**config.mk**
```make
export PLATFORM = sky130hd
export DESIGN_NAME = button_counter_bank
export DESIGN_NICKNAME = d
export VERILOG_FILES = /design/src/rtl/button_counter_pkg.sv /design/src/rtl/button_debounce.sv /design/src/rtl/button_counter_bank.sv
export SDC_FILE = /design/constraint.sdc
export NUM_CORES = 1
export LEC_CHECK = 0
export BUFFER_PORTS_ARGS = -buffer_cell sky130_fd_sc_hd__buf_2
export CAP_MARGIN = 20
export CORE_AREA = 2 2 178 180
export CTS_CLUSTER_DIAMETER = 120
export CTS_CLUSTER_SIZE = 12
export DETAILED_ROUTE_END_ITERATION = 16
export DIE_AREA = 0 0 180 182
export GPL_TIMING_DRIVEN = 0
export SLEW_MARGIN = 20
export SYNTH_ARGS = -nofsm -noshare
export SYNTH_HDL_FRONTEND = slang
export SYNTH_SLANG_ARGS = --single-unit
```
**constraint.sdc**
```tcl
create_clock -name clk -period 7.6 [get_ports clk]
set_input_delay 0.76 -clock clk [delete_from_list [all_inputs] [get_ports clk]]
set_output_delay 0.76 -clock clk [all_outputs]
set_load 0.005 [all_outputs]
```
**src/rtl/button_counter_pkg.sv**
```systemverilog
// Shared defaults and sizing helpers for the button counter bank.
package button_counter_pkg;

  localparam int DEF_NCH       = 4;
  localparam int DEF_CW        = 16;
  localparam int DEF_DB_CYCLES = 1000;
  localparam int DEF_SAT       = 0;

  // The run counter must be able to hold values up to DB_CYCLES.
  function automatic int run_cnt_width(input int db_cycles);
    return $clog2(db_cycles + 1);
  endfunction

endpackage

```
**src/rtl/button_debounce.sv**
```systemverilog
// One button input: 2-flop synchroniser, run-length debouncer and a
// registered one-cycle press pulse on each debounced 0->1 transition.
module button_debounce
  import button_counter_pkg::*;
#(
  parameter int DB_CYCLES = DEF_DB_CYCLES
) (
  input  logic clk,
  input  logic rst,
  input  logic btn,
  output logic press
);

  localparam int RCW = run_cnt_width(DB_CYCLES);
  localparam logic [RCW-1:0] LAST = RCW'(DB_CYCLES - 1);

  logic [1:0]     sync_q;
  logic           db_q;
  logic           db_d_q;
  logic [RCW-1:0] run_q;

  // The level flips on the DB_CYCLES-th consecutive disagreeing cycle.
  always_ff @(posedge clk or posedge rst) begin
    if (rst) begin
      sync_q <= '0;
      db_q   <= 1'b0;
      db_d_q <= 1'b0;
      run_q  <= '0;
      press  <= 1'b0;
    end else begin
      sync_q <= {sync_q[0], btn};
      db_d_q <= db_q;
      press  <= db_q & ~db_d_q;
      if (sync_q[1] != db_q) begin
        if (run_q == LAST) begin
          db_q  <= sync_q[1];
          run_q <= '0;
        end else begin
          run_q <= run_q + RCW'(1);
        end
      end else begin
        run_q <= '0;
      end
    end
  end

endmodule

```
**src/rtl/button_counter_bank.sv**
```systemverilog
// Bank of NCH independent debounced up/down counters with per-channel clear.
// Optional sticky overflow flags are enabled by defining BTN_CNT_OVF_FLAG_EN.
module button_counter_bank
  import button_counter_pkg::*;
#(
  parameter int NCH       = DEF_NCH,
  parameter int CW        = DEF_CW,
  parameter int DB_CYCLES = DEF_DB_CYCLES,
  parameter int SAT       = DEF_SAT
) (
  input  logic              clk,
  input  logic              rst,
  input  logic [NCH-1:0]    btn_up,
  input  logic [NCH-1:0]    btn_dn,
  input  logic [NCH-1:0]    clr,
  output logic [NCH*CW-1:0] count,
`ifdef BTN_CNT_OVF_FLAG_EN
  output logic [NCH-1:0]    ovf,
`endif
  output logic [NCH-1:0]    evt
);

  for (genvar i = 0; i < NCH; i++) begin : g_ch
    logic          up_p;
    logic          dn_p;
    logic [CW-1:0] cnt_q;
    logic          evt_q;
    logic          at_max;
    logic          at_zero;

    button_debounce #(.DB_CYCLES(DB_CYCLES)) u_up (
      .clk   (clk),
      .rst   (rst),
      .btn   (btn_up[i]),
      .press (up_p)
    );

    button_debounce #(.DB_CYCLES(DB_CYCLES)) u_dn (
      .clk   (clk),
      .rst   (rst),
      .btn   (btn_dn[i]),
      .press (dn_p)
    );

    assign at_max  = (cnt_q == {CW{1'b1}});
    assign at_zero = (cnt_q == '0);

    // Clear dominates; coincident up and down presses cancel out.
    always_ff @(posedge clk or posedge rst) begin
      if (rst) begin
        cnt_q <= '0;
        evt_q <= 1'b0;
      end else if (clr[i]) begin
        cnt_q <= '0;
        evt_q <= !at_zero;
      end else if (up_p && !dn_p) begin
        if (at_max && SAT != 0) begin
          evt_q <= 1'b0;
        end else begin
          cnt_q <= cnt_q + CW'(1);
          evt_q <= 1'b1;
        end
      end else if (dn_p && !up_p) begin
        if (at_zero && SAT != 0) begin
          evt_q <= 1'b0;
        end else begin
          cnt_q <= cnt_q - CW'(1);
          evt_q <= 1'b1;
        end
      end else begin
        evt_q <= 1'b0;
      end
    end

    assign count[i*CW +: CW] = cnt_q;
    assign evt[i]            = evt_q;

`ifdef BTN_CNT_OVF_FLAG_EN
    logic ovf_q;

    always_ff @(posedge clk or posedge rst) begin
      if (rst) begin
        ovf_q <= 1'b0;
      end else if (clr[i]) begin
        ovf_q <= 1'b0;
      end else if ((up_p && !dn_p && at_max) || (dn_p && !up_p && at_zero)) begin
        ovf_q <= 1'b1;
      end
    end

    assign ovf[i] = ovf_q;
`endif
  end

endmodule

```
After elaboration in Yosys (flattened, before gate mapping)
Index checks and enable logic that the tools add are counted.
{"block": "op_classes", "addsub": 16, "n_mul": 0, "div": 0, "magnitude_cmp": 0, "eq_ne": 16, "shifts": 0, "mux": 40, "n_bitwise": 16, "n_reduce_logical": 36}
{"operator": "two-way mux 16 bit", "n": 12}
{"operator": "two-way mux 10 bit", "n": 16}
{"operator": "adder 10 x 1 -> 10 bit, second input constant", "n": 8}
{"operator": "== test 10 bit, second input constant", "n": 8}
{"operator": "adder 16 x 1 -> 16 bit, second input constant", "n": 4}
{"operator": "logical NOT 16 bit", "n": 4}
{"operator": "subtractor 16 x 1 -> 16 bit, second input constant", "n": 4}
{"operator": "AND reduction 2 bit", "n": 8}
{"operator": "logical NOT 1 bit", "n": 12}
{"operator": "two-way mux 1 bit", "n": 12}
{"operator": "nonzero test 3 bit", "n": 4}
{"operator": "bitwise AND 1 bit", "n": 8}
{"operator": "logical AND 1 bit", "n": 8}
{"operator": "!= test 1 bit", "n": 8}
{"operator": "inverter 1 bit", "n": 8}
{"block": "word_totals", "regBits": 188, "latchBits": 0, "mem_bits_rw": 0, "romBits": 0, "input_bits": 14, "out_inout_bits": 68, "wordCells": 172, "mem_count": 0}

Longest topological paths before layout
{"block": "logic_depth", "depth_word": 5, "ltp_mapped": 11, "depth_no_buf": 10}

Hierarchy
Synthesis repeated with hierarchy kept, for this count alone.
{"block": "unflattened", "hier_cells": 1169, "area_unflattened_um2": 11333.4}
{"mod": "button_counter_bank", "n_inst": 1, "cells_per_inst": 673, "area_per_inst_um2": 5878.1, "seq_area_each_um2": 1701.6}
{"mod": "button_debounce", "n_inst": 8, "cells_per_inst": 62, "area_per_inst_um2": 681.9, "seq_area_each_um2": 375.4}

Least setup slack after synthesis
No wires, ideal clock.
{"block": "synth_timing", "path_kind": "register to register", "start": "reg g_ch[2].u_dn.press", "end": "reg g_ch[2].cnt_q[15]", "setup_time_ps": 128, "arrival_ps": 2797, "t_required_ps": 7472, "slack_ps": 4676, "path_stages_with_launch": 11, "path_buffers": 0, "synth_period_minus_slack_ps": 2924, "cell_sequence": "dfrtp_1 inv_1 ha_1 inv_1 ha_1 and3_1 a221oi_2 or4_4 a21o_1 a311oi_2 mux2_1"}
{"block": "synth_between", "elab_chain_cells": 4, "word_cells_on_any_way": 6, "classes_between": "mux: 2; reduce/logical: 4"}
{"element": "start, declared", "line_no": "button_debounce.sv:11", "source": "output logic press"}
{"element": "start signal, assigned", "line_no": "button_debounce.sv:33", "source": "press <= db_q & ~db_d_q;"}
{"element": "logical NOT 1 bit", "line_no": "button_counter_bank.sv:56", "source": "end else if (up_p && !dn_p) begin"}
{"element": "logical AND 1 bit", "line_no": "button_counter_bank.sv:56"}
{"element": "two-way mux 16 bit", "line_no": "button_counter_bank.sv:56"}
{"element": "two-way mux 16 bit", "line_no": "button_counter_bank.sv:53", "source": "end else if (clr[i]) begin"}
{"element": "end signal, assigned", "line_no": "button_counter_bank.sv:60", "source": "cnt_q <= cnt_q + CW'(1);"}
{"element": "end signal, assigned", "line_no": "button_counter_bank.sv:67", "source": "cnt_q <= cnt_q - CW'(1);"}
{"element": "end, declared", "line_no": "button_counter_bank.sv:26", "source": "logic [CW-1:0] cnt_q;"}
Several ways; a longest one is shown, not always the timed one.
A chain may end at the register's enable or synchronous reset.

Final worst setup path
Same ends and word-level chain as after synthesis.

==> impl_summary.md <==
Routing
The wire length per cell is 14.36 um. In the routed layout, each cell is associated on average with a via count of 5.100. For this run, design rule violations remaining after detail routing come to 0. The number of optimization iterations in the first detailed-route pass is 5. The wire length reported by the detailed router is 22900 um. The number of vias in the routed layout is 8134.

The violation count after the first detailed-route iteration is 481. The number of routed nets with antenna violations is 0.

Synthesis
The synthesized design contains 0 enable-type register cells. The number of nets in the synthesized netlist is 1181. The multiplexer share of the synthesized area is 0.01157. Averaged over all synthesized cells, the footprint is 9.823 um2. After synthesis the netlist holds a flip-flop and latch count of 188. Of the synthesized area, sequential elements account for 0.4439. Counting distinct cell types in the post-synthesis netlist gives 61. The async set-or-reset flop fraction in the synthesized netlist is 1.000.

The fraction of the mapped netlist area in compound gates is 0.1401. The simple-gate area share of the yosys netlist is 0.1788. The number of warnings issued by yosys is 0. The largest family of logic cells by synthesized area is simple AND/OR/NAND/NOR gates. Of the total synthesized cell area, the portion taken by full adders, half adders and majority gates is 0.1067. The cell area that synthesis handed to floorplanning was 10600 um2.

The commonest register cell after synthesis is dfrtp_1. Of the total synthesized cell area, the portion taken by XOR and XNOR cells is 0.09338. The cell count after synthesis came out at 1079.

Placed design
Port buffering added 80 buffers. Before CTS, the worst setup slack after placement is 4197 ps. The post-DP HPWL is 16360 um. The weighted congestion at the end of routability-driven global placement is 0.8390. Once placement finished, the instance area stood at 11560 um2.

Global routing
The final global-route overflow total is 0. Entering global routing, the biggest net connects 102 pins. The total track usage is 0.1452. The first-pass GRT wire length is 39350 um. The initial antenna violation count is 1. The via count of the first global-routing pass is 7882.

Power and ir drop
The standby leakage power is 5.747 nW. The worst-case vdd ir drop is 0.1706 mV. The power consumption is 2.924 mW. In this run the power density over the cells is 240.5 nW/um2.

Floorplanning
The region available for standard cell placement spans 30990 um2. The vertical die dimension is 182 um. The floorplan step defined a die boundary enclosing 32760 um2. For this design the top-level I/O count stands at 82. In this run the horizontal extent of the chip is 180 um. For this configuration, the core starts out at a cell density of 0.3421. In this run the core area contains 65 standard-cell rows.

Timing
The final count of negative-setup-slack endpoints is 0. The worst hold-check slack is 240.6 ps. For this run, the top clock speed supported by timing is 287.3 MHz. The transition time at the pin with the least slew margin is 701.0 ps. The final clock period utilization by the worst path is 0.4580. The number of failing hold endpoints at the final stage came to 0.

The final setup skew is 14.18 ps. The worst path needs 3481 ps of the cycle, external delays included. The worst slew margin relative to its limit is 0.5266. After routing, the total negative slack on setup checks comes to 0 ps. The count of pins over their slew limit is 0. The worst-case setup margin in the final layout is 4119 ps. Setup repair after global routing left no endpoint under its margin.

Setup path
STA classifies the critical path endpoint as a register. The worst setup path is launched from a register. The end of the worst register-to-register path is g_ch[2].cnt_q[15]. The number of cells traversed by the worst register-to-register path is 11. The kind of critical path is register to register. The startpoint identified for the worst register-to-register timing path is g_ch[2].u_dn.press.

The data arrival time of the critical path is 3800 ps. For flop-to-flop paths, the worst setup slack is 4120 ps. The largest fanout of any net on the critical path is 19. The critical path data required time is 7920 ps.

Final layout
The cell area after layout is 12160 um2. The most common cell after layout, fill and taps aside is dfrtp_1. The top cell types in the final layout, fill and taps aside, are dfrtp_1, nor2_1, nand2_1. Relative to the synthesized area, the layout overhead comes to 14.72%. The proportion of layout cells with a drive suffix above 1 is 0.1207. The repair_antennas step left the layout with diodes totalling 0. The count of nets after finishing is 1282.

CTS
No sink is reached through more buffers than the 2 on the longest clock path. The clock latency on the worst-skew pair is 440 ps. TritonCTS built the clock tree. The clock-pin slew reported for the worst setup and hold paths after clock tree synthesis is 80 ps. The cts-stage hold buffer count is 0.

The clock root buffer master is clkbuf_16. After clock tree synthesis, the repair step resized 0 gates. Counting every sink on the clock net gives 188. Buffers inserted during clock tree synthesis total 17.

Post-CTS timing repair inserted 0 buffers for setup. The H-tree level count is 4.

Outcome
The run finished with clean final reports.

Hold path
The tightest min-delay check is of the input port to asynchronous set/reset pin type.

Flow run
The max-cap violation count is 0.
synthesized netlist by cell type (3+ instances only):
cell,number,area share
o2111ai_1,3,0.0025
a22o_1,26,0.021
and2_1,10,0.0059
dfrtp_1,188,0.44
buf_4,4,0.0028
a32o_1,6,0.0057
clkbuf_1,15,0.0053
mux2_2,9,0.0096
a21o_1,23,0.016
or3_1,8,0.0047
nand2_1,99,0.035
a31oi_1,11,0.0065
nand4b_1,3,0.0025
o31ai_1,10,0.0071
nand3_1,38,0.018
xnor2_1,75,0.062
o211ai_1,7,0.0050
o21ai_0,26,0.012
or4_1,10,0.0071
o21bai_1,4,0.0028
and3_1,26,0.015
nand4_1,18,0.011
o21a_1,4,0.0028
a21oi_1,62,0.029
nor2_1,120,0.042
inv_1,44,0.016
ha_1,84,0.099
xor2_1,38,0.031
nor3_1,25,0.012
fa_1,4,0.0076
nor2b_1,12,0.0071
nor4_1,17,0.010
a211oi_1,9,0.0064
critical path, stage by stage (launching register included):
cell and delay, ps:
dfrtp_1 390, inv_1 60, ha_1 250, inv_1 530, ha_1 350, clkbuf_2 160, a21oi_1 150, nor2_1 70
o41ai_1 580, a21oi_1 200, a311oi_2 260, mux2_1 350
through the flow:
stage                       util  cells
final                     0.3924   1595
after global placement    0.3712   1561
after floorplan                -   1079
after detailed placement  0.3732   1563
after global routing      0.3924   1595
after CTS                 0.3922   1595
per-layer routing:
metal  GRT usage  wire length, um  vias to the layer above
li1            -                -                     4053
met1      0.2046            11380                     3924
met2      0.2296            10530                      140
met3     0.02728              775                       15
met4     0.03740              201                        2
met5           0               12                        -
area by class of cell:
| cell class | count | area [um2] |
|---|---|---|
| Timing Repair Buffer | 82 | 455.4 |
| Tap cell | 402 | 503.0 |
| Clock buffer | 18 | 439.2 |
| Multi-Input combinational cell | 824 | 5629 |
| Inverter | 45 | 176.4 |
| Buffer | 22 | 101.3 |
| Sequential cell | 188 | 4705 |
| Fill cell | 3044 | 18830 |
| Clock inverter | 14 | 150.1 |
sequential cells by signal, summed over array words and instances, names as in the netlist, 8 cells and up:
register          count
g_ch.u_dn.run_q      40
g_ch.u_dn.sync_q      8
g_ch.u_up.sync_q      8
g_ch.cnt_q           64
g_ch.u_up.run_q      40
how the worst max path moves through the flow:
stage | slack [ps] | startpoint | to
after global routing | 3870 | g_ch[2].u_dn.press | g_ch[2].cnt_q[15]
after CTS | 4170 | g_ch[2].u_dn.press | g_ch[2].cnt_q[15]
final | 4120 | g_ch[2].u_dn.press | g_ch[2].cnt_q[15]
after detailed placement | 4200 | g_ch[2].u_dn.press | g_ch[2].cnt_q[15]
after floorplan | 1730 | rst | g_ch[0].cnt_q[0]
after global placement | -650 | rst | g_ch[2].cnt_q[11]
cells by family (layout without fill, tap and decap cells):
kind of cell | after synthesis | count (layout)
and+or+nand+nor | 397 | 397
AOI/OAI and AO/OA | 215 | 215
DFF | 188 | 188
xor gates and xnor gates | 113 | 113
adders and majority gates | 88 | 88
buffers and inverters | 67 | 181
muxes | 11 | 11
power by group:
| part | switching (mW) | internal (mW) |
|---|---|---|
| Clock | 0.453 | 0.451 |
| Combinational | 0.471 | 0.399 |
| Sequential | 0.0801 | 1.07 |
| Total | 1.00 | 1.92 |
Power figures use the tool's default switching activity.
